==> src/rtl/mem_access_unit.sv <==
// mem_access_unit: MEM-stage data-bus master and MEM/WB writeback register.
// Optional MISALIGN_TRAP_EN traps misaligned half/word accesses.
module mem_access_unit #(
    parameter int unsigned ACK_TIMEOUT = 255
) (
    input  logic        clk,
    input  logic        rst,
    input  logic [31:0] mem_alu_result,
    input  logic        mem_wr_bck_en,
    input  logic [4:0]  mem_wr_reg_addr,
    input  logic [31:0] mem_pc,
    input  logic [2:0]  ex_mem_loadtype,
    input  logic [1:0]  ex_mem_storetype,
    input  logic [31:0] ex_mem_store_data,
    input  logic        ex_mem_isload,
    output logic        dbus_req,
    output logic        dbus_we,
    output logic [31:0] dbus_addr,
    output logic [3:0]  dbus_be,
    output logic [31:0] dbus_wdata,
    input  logic        dbus_ack,
    input  logic [31:0] dbus_rdata,
    output logic        stall_req_mem,
    output logic        wb_wr_en,
    output logic [4:0]  wb_wr_reg_addr,
    output logic [31:0] wb_wr_data,
    output logic [31:0] wb_pc,
`ifdef MISALIGN_TRAP_EN
    output logic        mem_misalign,
`endif
    output logic        mem_bus_err
);

    typedef enum logic [1:0] {
        S_IDLE,
        S_BUSY,
        S_DONE
    } state_t;

    localparam logic [7:0] TMO = 8'(ACK_TIMEOUT);

    state_t      r_state;
    logic [7:0]  r_cnt;
    logic        r_abort;
    logic        r_tmo;
    logic [2:0]  r_ltype;
    logic [1:0]  r_lane;
    logic [31:0] r_ldata;
`ifdef MISALIGN_TRAP_EN
    logic        r_mis;
    logic        w_misalign;
`endif

    logic        w_access;
    logic        w_word;
    logic        w_stall;
    logic        w_tmo;
    logic [1:0]  w_lane;
    logic [3:0]  w_be;
    logic [31:0] w_wdata;
    logic [7:0]  w_byte;
    logic [15:0] w_half;
    logic [31:0] w_ext;

    assign w_access = (ex_mem_loadtype != 3'd0) || (ex_mem_storetype != 2'd0);
    assign w_word   = (ex_mem_loadtype == 3'd3) || (ex_mem_storetype == 2'd3);
    assign w_lane   = w_word ? 2'b00 : mem_alu_result[1:0];
    assign w_stall  = ((r_state == S_IDLE) && w_access) || (r_state == S_BUSY);
    assign w_tmo    = (TMO != 8'd0) && (r_cnt == TMO - 8'd1);

    assign stall_req_mem = w_stall;

`ifdef MISALIGN_TRAP_EN
    assign w_misalign =
        (((ex_mem_loadtype == 3'd2) || (ex_mem_loadtype == 3'd5) ||
          (ex_mem_storetype == 2'd2)) && mem_alu_result[0]) ||
        (w_word && (mem_alu_result[1:0] != 2'b00));
`endif

    // Byte enables and lane-replicated write data for the store type
    always_comb begin
        w_be    = 4'b1111;
        w_wdata = ex_mem_store_data;
        unique case (ex_mem_storetype)
            2'd1: begin
                w_be    = 4'b0001 << w_lane;
                w_wdata = {4{ex_mem_store_data[7:0]}};
            end
            2'd2: begin
                w_be    = w_lane[1] ? 4'b1100 : 4'b0011;
                w_wdata = {2{ex_mem_store_data[15:0]}};
            end
            default: ;
        endcase
    end

    assign w_byte = 8'(dbus_rdata >> {r_lane, 3'b000});
    assign w_half = r_lane[1] ? dbus_rdata[31:16] : dbus_rdata[15:0];

    // Align and extend the returned word for the latched load type
    always_comb begin
        w_ext = dbus_rdata;
        unique case (r_ltype)
            3'd1:    w_ext = {{24{w_byte[7]}}, w_byte};
            3'd2:    w_ext = {{16{w_half[15]}}, w_half};
            3'd4:    w_ext = {24'd0, w_byte};
            3'd5:    w_ext = {16'd0, w_half};
            default: w_ext = dbus_rdata;
        endcase
    end

    // Transaction FSM: issue request, wait for ack or timeout, retire
    always_ff @(posedge clk) begin
        if (rst) begin
            r_state    <= S_IDLE;
            r_cnt      <= 8'd0;
            r_abort    <= 1'b0;
            r_tmo      <= 1'b0;
            r_ltype    <= 3'd0;
            r_lane     <= 2'd0;
            r_ldata    <= 32'd0;
            dbus_req   <= 1'b0;
            dbus_we    <= 1'b0;
            dbus_addr  <= 32'd0;
            dbus_be    <= 4'd0;
            dbus_wdata <= 32'd0;
`ifdef MISALIGN_TRAP_EN
            r_mis      <= 1'b0;
`endif
        end else begin
            unique case (r_state)
                S_IDLE: begin
                    if (w_access) begin
                        r_cnt   <= 8'd0;
                        r_ltype <= ex_mem_loadtype;
                        r_lane  <= w_lane;
`ifdef MISALIGN_TRAP_EN
                        if (w_misalign) begin
                            r_abort <= 1'b1;
                            r_mis   <= 1'b1;
                            r_state <= S_DONE;
                        end else begin
`else
                        begin
`endif
                            dbus_req   <= 1'b1;
                            dbus_we    <= ex_mem_storetype != 2'd0;
                            dbus_addr  <= {mem_alu_result[31:2], 2'b00};
                            dbus_be    <= w_be;
                            dbus_wdata <= w_wdata;
                            r_state    <= S_BUSY;
                        end
                    end
                end
                S_BUSY: begin
                    if (dbus_ack) begin
                        dbus_req <= 1'b0;
                        r_ldata  <= w_ext;
                        r_state  <= S_DONE;
                    end else if (w_tmo) begin
                        dbus_req <= 1'b0;
                        r_abort  <= 1'b1;
                        r_tmo    <= 1'b1;
                        r_state  <= S_DONE;
                    end else begin
                        r_cnt <= r_cnt + 8'd1;
                    end
                end
                S_DONE: begin
                    r_abort <= 1'b0;
                    r_tmo   <= 1'b0;
`ifdef MISALIGN_TRAP_EN
                    r_mis   <= 1'b0;
`endif
                    r_state <= S_IDLE;
                end
                default: r_state <= S_IDLE;
            endcase
        end
    end

    // MEM/WB register: update when not stalled, bubble otherwise
    always_ff @(posedge clk) begin
        if (rst) begin
            wb_wr_en       <= 1'b0;
            wb_wr_reg_addr <= 5'd0;
            wb_wr_data     <= 32'd0;
            wb_pc          <= 32'd0;
            mem_bus_err    <= 1'b0;
`ifdef MISALIGN_TRAP_EN
            mem_misalign   <= 1'b0;
`endif
        end else if (!w_stall) begin
            wb_wr_en       <= mem_wr_bck_en && !r_abort;
            wb_wr_reg_addr <= mem_wr_reg_addr;
            wb_wr_data     <= ex_mem_isload ? r_ldata : mem_alu_result;
            wb_pc          <= mem_pc;
            mem_bus_err    <= r_tmo;
`ifdef MISALIGN_TRAP_EN
            mem_misalign   <= r_mis;
`endif
        end else begin
            wb_wr_en    <= 1'b0;
            mem_bus_err <= 1'b0;
`ifdef MISALIGN_TRAP_EN
            mem_misalign <= 1'b0;
`endif
        end
    end

endmodule

==> config.mk <==
export PLATFORM = sky130hd
export DESIGN_NAME = mem_access_unit
export DESIGN_NICKNAME = d
export VERILOG_FILES = /design/src/rtl/mem_access_unit.sv
export SDC_FILE = /design/constraint.sdc
export NUM_CORES = 1
export LEC_CHECK = 0
export ABC_AREA = 1
export CAP_MARGIN = 20
export CORE_MARGIN = 10
export CORE_UTILIZATION = 41
export CTS_CLUSTER_SIZE = 14
export DETAILED_ROUTE_END_ITERATION = 12
export MAX_ROUTING_LAYER = met4
export PLACE_DENSITY_LB_ADDON = 0.15
export SYNTH_ARGS = -nofsm -noshare
export SYNTH_HDL_FRONTEND = slang
export SYNTH_SLANG_ARGS = --single-unit
export TNS_END_PERCENT = 20
==> constraint.sdc <==
create_clock -name clk -period 1.54 [get_ports clk]
set_clock_uncertainty 0.2 [all_clocks]
set_input_delay 0.308 -clock clk [delete_from_list [all_inputs] [get_ports clk]]
set_output_delay 0.308 -clock clk [all_outputs]
set_load 0.02 [all_outputs]
==> results.json, run 1 <==
{
  "hp-class": "primary input to register",
  "combPwrFrac_pct": 32.0,
  "drv_slew": 0,
  "row_count": 52,
  "path_clk_slew_ns": 0.07,
  "multiInputGateArea_sq_um": 4230,
  "fmax_mhz": 568.9,
  "rr_endpoint": "wb_pc[11]",
  "grt_max_degree": 60,
  "grt_remaining_overflow": 0,
  "highest_layer": "met4",
  "dpl.hpwl_um": 22580,
  "die_area_sq_um": 26560,
  "area_delta_synth_final_pct": 52.58,
  "crit_required_ns": 1.03,
  "vias_per_cell": 4.979,
  "synthCells": 1205,
  "postRouteAntennaNets": 0,
  "fin_crit_ns": 1.758,
  "cap_violations": 0,
  "dp_cells": 1774,
  "globalplace.congestion": 0.8963,
  "synth-seq-cells": 187,
  "path_common_cell": "nand2_4",
  "final_common_cell": "nand2_1",
  "failed_checks": "setup timing",
  "post-route-drc-count": 0,
  "critPathCaptureType": "output port",
  "setup_viol": 150,
  "hold_ws_ns": 0.1732,
  "wirelength_met1_um": 13890,
  "r2r_setup_slack_ns": -0.21,
  "final_core_util_pct": 63.39,
  "antenna_found_initial": 1,
  "io_buffers": 282,
  "clock-sinks": 187,
  "drive_above_1_share_pct": 25.66,
  "fp.dieH_um": 163.0,
  "fin_ws_ns": -0.2176,
  "status": "complete, but fails checks",
  "arrival_ns": 1.25,
  "path_class": "register to output port",
  "vias": 9112,
  "clk_latency_ns": 0.43,
  "core_area_sq_um": 20170,
  "cpPeakStageDelay_ns": 0.36,
  "grt_pass1_wl_um": 46890,
  "crit_family": "flip-flops",
  "ir_drop_v": 0.001004,
  "fin_cells": 1830,
  "reg2regPathDepth": 10,
  "wl_met2_um": 14610,
  "cts_buffers": 17,
  "rsz0062_at_grt": "true",
  "synth_top_cells_by_area": "dfxtp_1 (45%), nand2_1 (13%), a21oi_1 (9.0%)",
  "seq_area_frac_synth_pct": 44.68,
  "final_nets": 1695,
  "swShare_pct": 33.69,
  "ctsHoldBuffers": 0,
  "cts-root-buf": "clkbuf_16",
  "seq_power_share_pct": 39.0,
  "yosysTopAreaCellShare_pct": 44.68,
  "fill_cells": 1870,
  "wl_met3_um": 1821,
  "htreeDepth": 4,
  "internal_power_mw": 9.654,
  "worst-path-buf-inv": 1,
  "p_total_mw": 14.56,
  "yosys_warnings": 0,
  "powerDensity_nw_per_um2": 1139,
  "hold_end": "wb_wr_data[6]",
  "leakagePower_nw": 5.792,
  "chipWidth_um": 163.0,
  "synth_top_area_cell": "dfxtp_1",
  "startpoint_type": "register",
  "cp_slowest_cell": "dfxtp_4",
  "initialDrtViolationCount": 580,
  "clkPwrFrac_pct": 29.0,
  "path_cells": "nor2_4, nand2_4, nand2_4, buf_6",
  "wirelength_um": 30980,
  "power_switching_mw": 4.904,
  "syn_avg_cell_area_sq_um": 6.954,
  "wl_per_cell_um": 16.93,
  "holdPathStages": 3,
  "clock_path_buffers": 2,
  "synth.distinct_cells": 29,
  "pre_cts_ws_ns": -0.9486,
  "first_global_vias": 8597,
  "io_pins": 285,
  "regArea_sq_um": 3756,
  "first_pass_iters": 6,
  "synth_area_sq_um": 8379,
  "final_cell_mix": "nand2_1 (286), dfxtp_1 (179), a21oi_1 (140)",
  "start_util_pct": 41.54,
  "cts_tree": "done",
  "post-route-period-util_pct": 114.1,
  "hold_viol": 0,
  "cp_max_fo": 3,
  "min-delay-start": "rst",
  "reg2reg_from": "r_state[0]",
  "gr-usage-all-layers_pct": 22.64
}
==> repair_timing <==
action / in CTS / in global routing
gates cloned: 3 / 3
gates resized for setup: 645 / 101
pin swaps: 13 / 4
setup endpoints to repair: 325 / 195
buffers inserted: 17 / 3
==> flip-flops by register name (all words and copies together), names as in the netlist, 4 cells and up <==
name	count
wb_wr_reg_addr	5
wb_pc	32
dbus_addr	30
r_ldata	32
dbus_be	4
r_cnt	8
dbus_wdata	32
wb_wr_data	32
==> stage by stage <==
step	TNS [ns]	area, sq um
2_1_floorplan	-0.6271	8406
3_3_place_gp	-124.20	12110
3_5_place_dp	-131.04	12110
4_1_cts	-17.19	12500
5_1_grt	-25.30	12780
6_report	-15.18	12780
==> Yosys cell counts (all sizes together) <==
library cell / n
clkbuf: 36
dfxtp: 187
a31oi: 17
nor3: 7
nor2: 102
ha: 6
buf: 52
o21ai: 174
xnor2: 1
nand4: 3
o21a: 1
nand2: 302
conb: 1
a21oi: 151
or2: 7
nand3: 69
clkinv: 2
mux2i: 1
inv: 86
==> how the worst max path moves through the flow <==
stage / from / end / slack [ns] / depth (start not counted)
2_1_floorplan: ex_mem_storetype[1] / dbus_wdata[12] / -0.02 / 9
3_3_place_gp: ex_mem_storetype[1] / stall_req_mem / -0.93 / 7
3_5_place_dp: ex_mem_storetype[0] / stall_req_mem / -0.95 / 7
4_1_cts: r_state[1] / stall_req_mem / -0.23 / 4
5_1_grt: r_state[0] / stall_req_mem / -0.26 / 4
6_report: r_state[0] / stall_req_mem / -0.22 / 4
==> worst register-to-register path, stage by stage (launching register included) <==
cell and delay (ns):
dfxtp_4 0.36, nor2_4 0.15, nand2_4 0.10, buf_4 0.15
buf_12 0.14, inv_12 0.08, nor2_4 0.05, buf_6 0.13
clkbuf_16 0.17, nor2_2 0.08, nor2_1 0.05
==> logic make-up after synthesis <==
logic type,count (synthesis),synth area share (%)
flops,187,44.68
xor+xnor,1,0.1045
mux,1,0.1195
compound gates,343,20.77
simple gates,490,24.01
fa+ha+maj,6,0.8959
buf+inv,176,9.377
other cells,1,0.04475
==> layout make-up <==
class / count / area share, %
clock inverters: 11 / 0.8808
diodes: 1 / 0.01957
inverters: 88 / 2.750
clock buffers: 21 / 3.523
repair buffers: 408 / 27.72
well taps: 270 / 2.642
flip-flops and latches: 187 / 29.38
multi-input cells: 844 / 33.09
==> metal layers <==
metal,vias to the layer above,global-route usage [%]
met5,-,-
met4,0,7.336
met3,41,3.842
met2,297,35.09
met1,4136,29.46
li1,4638,-
==> power by group through the flow <==
stage          clock network, mW  logic [mW]  registers, mW
2_1_floorplan                  0        1.79           6.23
3_3_place_gp                   0        4.35           5.72
3_5_place_dp                   0        4.40           5.74
4_1_cts                     4.33        4.43           5.63
5_1_grt                     4.51        5.07           5.73
6_report                    4.23        4.66           5.67
No activity file was read; power rests on OpenSTA's default activity.
==> inputs of run 2 (changes only) <==
- ABC_AREA: 1 -> default
==> run 2 against run 1 <==
The run still ends with setup timing left. Worst setup slack worse by 0.19 ns. Cell area increased by 1.5%. Critical path depth rose by 3. Via count shrank 5.9%. Critical endpoint unchanged.
==> results.json, run 2 <==
{
  "path_class": "primary input to output port",
  "final_core_util_pct": 66.06,
  "startpoint_type": "primary input",
  "fmax_mhz": 514.7,
  "crit_required_ns": 1.03,
  "clock_path_buffers": 2,
  "postRouteAntennaNets": 0,
  "grt_pass1_wl_um": 44970,
  "dpl.hpwl_um": 21160,
  "die_area_sq_um": 26320,
  "cap_violations": 0,
  "chipWidth_um": 162.2,
  "seq_area_frac_synth_pct": 45.13,
  "cts_tree": "done",
  "io_buffers": 282,
  "globalplace.congestion": 0.8933,
  "hold_viol": 0,
  "row_count": 51,
  "area_delta_synth_final_pct": 56.50,
  "antenna_found_initial": 1,
  "final_cell_mix": "nand2_1 (198), dfxtp_1 (180), clkdlybuf4s50_1 (135)",
  "final_nets": 1491,
  "regArea_sq_um": 3757,
  "start_util_pct": 42.21,
  "yosysTopAreaCellShare_pct": 45.13,
  "cts-root-buf": "clkbuf_16",
  "synth.distinct_cells": 56,
  "rsz0062_at_grt": "true",
  "failed_checks": "setup timing",
  "multiInputGateArea_sq_um": 4626,
  "synthCells": 991,
  "vias": 8574,
  "cpPeakStageDelay_ns": 0.47,
  "synth_top_cells_by_area": "dfxtp_1 (45%), nand2_1 (9.0%), a21oi_1 (8.0%)",
  "ctsHoldBuffers": 0,
  "hold_ws_ns": 0.08002,
  "worst_pin_slew_ns": 0.5676,
  "ir_drop_v": 0.0008001,
  "initialDrtViolationCount": 654,
  "r2r_setup_slack_ns": -0.31,
  "cts_buffers": 17,
  "syn_avg_cell_area_sq_um": 8.371,
  "cp_slowest_cell": "or4b_4",
  "fin_ws_ns": -0.4030,
  "relSlewSlack_pct": 62.16,
  "synth_top_area_cell": "dfxtp_1",
  "synth.most_common_cell": "nand2_1",
  "leakagePower_nw": 5.729,
  "powerDensity_nw_per_um2": 1058,
  "io_pins": 285,
  "vias_per_cell": 5.289,
  "clock-sinks": 187,
  "post-route-period-util_pct": 126.2,
  "hp-class": "primary input to register",
  "post-route-drc-count": 0,
  "fin_crit_ns": 1.943,
  "path_cells": "buf_8, inv_6, ha_4, or4b_4, o21ai_4, inv_2, buf_6",
  "fill_cells": 1668,
  "ys.flop_type": "dfxtp_1",
  "core_area_sq_um": 19650,
  "first_global_vias": 8210,
  "yosys_warnings": 0,
  "critPathCaptureType": "output port",
  "setup_tns_ns": -31.39,
  "htreeDepth": 4,
  "final_common_cell": "nand2_1",
  "async_flop_share_pct": 0,
  "drive_above_1_share_pct": 30.48,
  "wl_per_cell_um": 18.67,
  "setup_viol": 182,
  "gr-usage-all-layers_pct": 21.88,
  "grt_remaining_overflow": 0,
  "synth_common_cells": "nand2_1 (198), dfxtp_1 (187), a21oi_1 (132)",
  "synth-seq-cells": 187,
  "drv_slew": 0,
  "fp.dieH_um": 162.2,
  "cp_max_fo": 2,
  "first_pass_iters": 6,
  "clk_latency_ns": 0.43,
  "grt_max_degree": 84,
  "status": "complete, but fails checks",
  "p_total_mw": 13.73,
  "wirelength_um": 30260,
  "path_clk_slew_ns": 0.07,
  "arrival_ns": 1.43,
  "synth_edf_count": 0,
  "synth_area_sq_um": 8295
}
==> run 2: cell types whose count changed after synthesis, sizes merged, moves of 10 or more <==
cell    previous run  this run
nand2            302       199
a211oi             0        58
nand3             69         6
nand2b             0        22
buf               52        41
a31oi             17         1
a311oi             0        10
and2               0        10
inv               86         9
mux2i              1        44
o21ai            174        52
nor2             102        77
a21oi            151       132
==> run 2: cell families (layout without fill, tap and decap cells) <==
logic type,count (synthesis),after routing,share of synthesized area (%)
AOI/OAI and AO/OA,293,294,23.20
xor gates and xnor gates,2,2,0.2112
adders and majority gates,6,6,0.9050
buffers and inverters,93,454,5.656
DFF,187,187,45.13
muxes,45,45,5.581
other,1,3,0.04521
and+or+nand+nor,364,365,19.28
==> run 2: path summary, 6_finish.rpt <==
check,start,end,cells after the start
setup reg to reg,r_lane[0],r_ldata[29],4
hold reg to reg,dbus_addr[14],dbus_addr[14],2
setup / recovery,ex_mem_storetype[0],stall_req_mem,7
hold / removal,ex_mem_loadtype[2],r_ltype[2],4
==> run 2: worst max-delay path, delay by kind of cell <==
| family | cells | cell delay, ns |
|---|---|---|
| buffers and inverters | 4 | 0.35 |
| AOI/OAI and AO/OA | 1 | 0.18 |
| and+or+nand+nor | 1 | 0.47 |
| adders and majority gates | 1 | 0.12 |
==> run 2: layer usage <==
layer / track usage (%) / vias to the layer above / wire length, um
met4: 7.113 / 0 / 523
met1: 26.51 / 4061 / 12790
met3: 4.474 / 34 / 1784
met5: - / - / 0
met2: 35.72 / 297 / 15160
li1: - / 4182 / -
==> run 2: cell type report <==
class / count / area share [%]
Multi-Input combinational cell: 714 / 35.63
Tap cell: 265 / 2.554
Clock inverter: 15 / 1.224
Timing Repair Buffer: 413 / 27.96
Inverter: 9 / 0.3951
Antenna cell: 1 / 0.01928
Sequential cell: 187 / 28.94
Clock buffer: 17 / 3.277
==> run 2: timing repair <==
item / in CTS / in global routing
cloned: 3 / 6
endpoints found under the hold margin: 0 / 0
pin swaps: 7 / 39
endpoints found under the setup margin: 327 / 284
setup buffers: 1 / 7
gates resized for setup: 231 / 287
==> run 2: per-stage QoR <==
step | area [sq um] | std cells | setup WS (ns)
4_1_cts | 12570 | 1609 | -0.4101
3_3_place_gp | 12080 | 1573 | -1.372
5_1_grt | 12980 | 1621 | -0.4632
6_report | 12980 | 1621 | -0.4030
3_5_place_dp | 12080 | 1573 | -1.388
2_1_floorplan | 8381 | 992 | -0.4449
==> run 2: power breakdown <==
group | internal, mW | switching (mW) | total (mW) | leakage (nW)
Combinational | 1.72 | 2.12 | 3.84 | 3.91
Sequential | 5.26 | 0.231 | 5.49 | 1.54
Clock | 2.30 | 2.10 | 4.40 | 0.287
Total | 9.28 | 4.45 | 13.7 | 5.73
==> inputs of run 3 (changes only) <==
- clock period: 1.54 -> 1.7 ns (I/O delays scaled with it)
==> run 3 against run 2 <==
The run still ends with setup timing left. Worst hold slack got worse by 0.048 ns. Count of clock-buffer cells in the layout is 1 higher. Flip-flop and latch count unchanged. Worst setup slack improved by 0.10 ns. Final cell count about the same. Core utilization rose by 2.6 points. Cell area increased by 4.0%. Critical path depth stayed put. Clock power is 8.0% lower. Sequential power down 9.3%. Die area is the same. Largest power group unchanged. Highest routed layer unchanged.
==> results.json, run 3 (synthesis gave the netlist of run 2 again) <==
{
  "initialDrtViolationCount": 682,
  "final_nets": 1490,
  "core_area_sq_um": 19650,
  "drive_above_1_share_pct": 22.97,
  "post-route-drc-count": 0,
  "startpoint": "ex_mem_storetype[0]",
  "relSlewSlack_pct": 66.69,
  "start_util_pct": 42.21,
  "chipWidth_um": 162.2,
  "area_delta_synth_final_pct": 62.70,
  "grt_util_met3_pct": 5.106,
  "fin_ws_ns": -0.3025,
  "hp-class": "primary input to register",
  "clock-sinks": 187,
  "setup_viol": 144,
  "fmax_mhz": 499.4,
  "final_cell_mix": "nand2_1 (196), dfxtp_1 (179), clkdlybuf4s50_1 (134)",
  "arrival_ns": 1.46,
  "gr-usage-all-layers_pct": 21.57,
  "startpoint_type": "primary input",
  "io_buffers": 282,
  "wirelength_um": 31010,
  "vias_per_cell": 5.331,
  "cap_violations": 0,
  "path_class": "primary input to output port",
  "hold_viol": 0,
  "reg2regPathDepth": 5,
  "fill_cells": 1641,
  "final_common_cell": "nand2_1",
  "crit_family": "simple AND/OR/NAND/NOR gates",
  "hold_ws_ns": 0.03250,
  "cts_tree": "done",
  "grt.busiest_layer": "met2",
  "reg2reg_from": "r_lane[1]",
  "grt_pass1_wl_um": 44460,
  "htreeDepth": 4,
  "grt_remaining_overflow": 0,
  "cts-root-buf": "clkbuf_16",
  "cp.depth": 7,
  "dpl.hpwl_um": 21020,
  "status": "complete, but fails checks",
  "cp_slowest_cell": "or4b_4",
  "path_cells": "buf_8, inv_6, ha_4, or4b_4, o21ai_4, inv_2, buf_6",
  "powerDensity_nw_per_um2": 944.8,
  "vias": 8637,
  "leakagePower_nw": 5.610,
  "worst_pin_slew_ns": 0.4870,
  "globalplace.congestion": 0.8874,
  "r2r_setup_slack_ns": -0.16,
  "rsz0062_at_grt": "true",
  "worst-path-buf-inv": 4,
  "grt_max_degree": 52,
  "ir_drop_v": 0.0006920,
  "path_clk_slew_ns": 0.07,
  "first_pass_iters": 6,
  "rr_endpoint": "r_ldata[25]",
  "die_area_sq_um": 26320,
  "p_total_mw": 12.75,
  "drv_slew": 0,
  "io_pins": 285,
  "cp_max_fo": 2,
  "failed_checks": "setup timing",
  "clock_path_buffers": 2,
  "use_met1_pct": 25.64,
  "ctsHoldBuffers": 0,
  "cp-endpoint": "stall_req_mem",
  "wl_per_cell_um": 19.14,
  "pre_cts_ws_ns": -1.290,
  "setup_tns_ns": -11.24,
  "crit_required_ns": 1.16,
  "clk_latency_ns": 0.43,
  "grtUsageMet2_pct": 35.85,
  "fin_crit_ns": 2.003,
  "antenna_found_initial": 1,
  "cpPeakStageDelay_ns": 0.47,
  "cts_buffers": 17,
  "first_global_vias": 8153,
  "critPathCaptureType": "output port",
  "fp.dieH_um": 162.2,
  "row_count": 51,
  "post-route-period-util_pct": 117.8,
  "postRouteAntennaNets": 0
}
==> run 3: final cells by class <==
| cell class | count | area [sq um] | share of cell area, % |
|---|---|---|---|
| multi-input cells | 714 | 4599 | 34.08 |
| repair buffers | 412 | 4159 | 30.81 |
| flip-flops and latches | 187 | 3764 | 27.89 |
| clock buffers | 18 | 429.2 | 3.180 |
| well taps | 265 | 331.6 | 2.457 |
| clock inverters | 14 | 160.2 | 1.187 |
| inverters | 9 | 51.30 | 0.3801 |
| diodes | 1 | 2.502 | 0.01854 |
==> run 3: power by group <==
| part | leakage [nW] | switching [mW] | internal, mW |
|---|---|---|---|
| combinational | 3.79 | 1.96 | 1.76 |
| sequential | 1.54 | 0.215 | 4.77 |
| clock | 0.280 | 1.84 | 2.20 |
| total | 5.61 | 4.02 | 8.73 |
==> run 3: worst min-delay path by stage <==
stage	startpoint	to	cells past startpoint
finish	rst	r_lane[1]	3
floorplan	r_ldata[0]	r_ldata[0]	2
detailed placement	wb_pc[14]	wb_pc[14]	2
CTS	rst	r_lane[0]	3
global placement	wb_pc[15]	wb_pc[15]	2
global route	rst	r_lane[1]	3
==> run 3: timing repair <==
action | 4_1_cts | 5_1_grt
buffers inserted | 1 | 12
gates resized for setup | 211 | 164
gates cloned | 2 | 12
setup endpoints to repair | 326 | 220
pin swaps | 10 | 39
==> run 3: worst min-delay path: cells and delay by family <==
family / cells / cell delay [ns]
AOI/OAI and AO/OA: 1 / 0.04
buffers and inverters: 2 / 0.24
==> run 3: metrics by stage <==
step                      std cells  util (%)  cell area (sq um)
after floorplan                 992         -               8379
after global placement         1562     61.31              12050
after detailed placement       1562     61.31              12050
after CTS                      1597     64.39              12650
after global routing           1620     68.67              13500
final                          1620     68.67              13500
==> run 3: per-layer routing <==
| layer | wire (um) | share of wire, % | vias up |
|---|---|---|---|
| met5 | 0 | 0 | - |
| met2 | 15500 | 50 | 314 |
| met3 | 1838 | 5.9 | 49 |
| met4 | 650 | 2.1 | 0 |
| li1 | - | - | 4184 |
| met1 | 13030 | 42 | 4090 |
==> edit: new RTL, flow settings as in run 3 <==
Build with the macro `MISALIGN_TRAP_EN` defined.
--- a/src/rtl/mem_access_unit.sv
+++ b/src/rtl/mem_access_unit.sv
@@ -2,2 +2,4 @@
 // Optional MISALIGN_TRAP_EN traps misaligned half/word accesses.
+`define MISALIGN_TRAP_EN
+
 module mem_access_unit #(
Check against the original RTL (old outputs only; new: mem_misalign): not equivalent (Yosys sat finds a counterexample within 4 cycles, from zero or initial values and one cycle with rst high).
==> edit against run 3 <==
  * The flow still finishes with violations (negative setup slack)
  * Synthesized cell count increased by 6.7%
  * Worst setup slack improved by 0.14 ns
  * Area after synthesis increased by 6.1%
  * Sequential power increased by 3%
  * Total power up 6.6%
  * Sequential cell count is 3 higher
  * Design area is 3.4% higher
  * Wire length is 9.1% higher
  * Largest cell class unchanged
  * Largest power group unchanged
  * Highest routed layer unchanged
==> edit: results (changes against run 3) <==
| Metric | Value |
|---|---|
| Nets | 1,557 (+4.5%) |
| Post-synth cell types | 63 (+13%) |
| Overall global routing resource usage | 0.2234 (+0.007697) |
| Reg2Reg Setup Slack | -0.13 ns (+0.03 ns) |
| Global placer's final weighted congestion | 0.9135 (+2.9%) |
| Post-CTS resize count | 206 (-2.4%) |
| First-pass iteration count of the detailed router | 5 (-1) |
| Total length of routed met3 wires | 2377 µm (+29%) |
| Area post-placement | 0.01268 mm² (+5.2%) |
| Synthesized instance count | 1,057 (+6.7%) |
| Hold EP | r_state[0] |
| Antenna violations before repair | 2 (+1) |
| Setup Fix Bufs, Post-CTS | 2 (+1) |
| Post-synthesis share of cell area spent on full adders, half adders and majority gates | 0.008531 (-0.0005186) |
| Worst setup slack before clock tree synthesis | -1.089 ns (+0.2006 ns) |
| Endpoint of the worst register-to-register path | r_ldata[19] |
| Min Hold Slack | 0.06460 ns (+0.03210 ns) |
| Outcome | finished with violations |
| Number of port buffers | 283 (+0.35%) |
| Half-perimeter wire length of the detailed placement result | 22,850 µm (+8.7%) |
| Count of endpoints failing setup in the final report | 43 (-70%) |
| Number of global-route vias before repair | 8,895 (+9.1%) |
| CP peak stage delay | 0.34 ns (-0.13 ns) |
| Iter 0 DRT Violations | 656 (-3.8%) |
| Fraction of final layout cells sized beyond drive strength 1 | 0.2171 (-0.01264) |
| Setup TNS Final | -2.877 ns (+8.359 ns) |
| WL met1 | 14,850 µm (+14%) |
| Share of the synthesized area in compound gates (AO/OA/AOI/OAI) | 0.2497 (+0.01770) |
| Parity-gate share of the synthesized area counting xor and xnor cells | 0.005972 (+0.003860) |
| Met2 track demand over resource in global routing | 0.3551 (-0.003377) |
| Final setup slack of the worst path | -0.1595 ns (+0.1431 ns) |
| Violated checks | negative setup slack |
| Largest voltage drop on the vdd net | 0.0006652 V (-3.9%) |
| Top cells by area in the synthesized netlist | dfxtp_1 43%, a21oi_1 6.9%, nand2_1 5.6% |
| Met1 Usage GRT | 0.2835 (+0.02715) |
| Max stage delay cell, worst path | nor4b_4 |
| First-pass GRT wire length | 49,770 µm (+12%) |
==> edit: cell count changes in the layout (fill, tap and decap cells not counted), moves of 16 or more <==
cell | run 3 | this run
a211oi_1 | 21 | 41
clkbuf_2 | 2 | 18
nor2b_1 | 9 | 26
nand3_1 | 6 | 49
a211oi_2 | 36 | 16
a21oi_2 | 22 | 5
nand2_1 | 196 | 132
nor2_1 | 67 | 90
==> edit: cell type report <==
| cell class | instances | area [µm²] | share of cell area |
|---|---|---|---|
| inverter | 13 | 56.30 | 0.004036 |
| clock inverter | 12 | 130.1 | 0.009327 |
| clock buffer | 18 | 429.2 | 0.03076 |
| antenna | 1 | 2.502 | 0.0001794 |
| sequential | 190 | 3812 | 0.2733 |
| multi-input combinational | 757 | 4951 | 0.3549 |
| timing repair buffer | 429 | 4225 | 0.3029 |
| tap | 275 | 344.1 | 0.02466 |
==> edit: where the power goes <==
group          switching [W]  internal (W)
Combinational        0.00248       0.00204
Clock                0.00187       0.00205
Sequential          0.000240       0.00491
Total                0.00459       0.00900
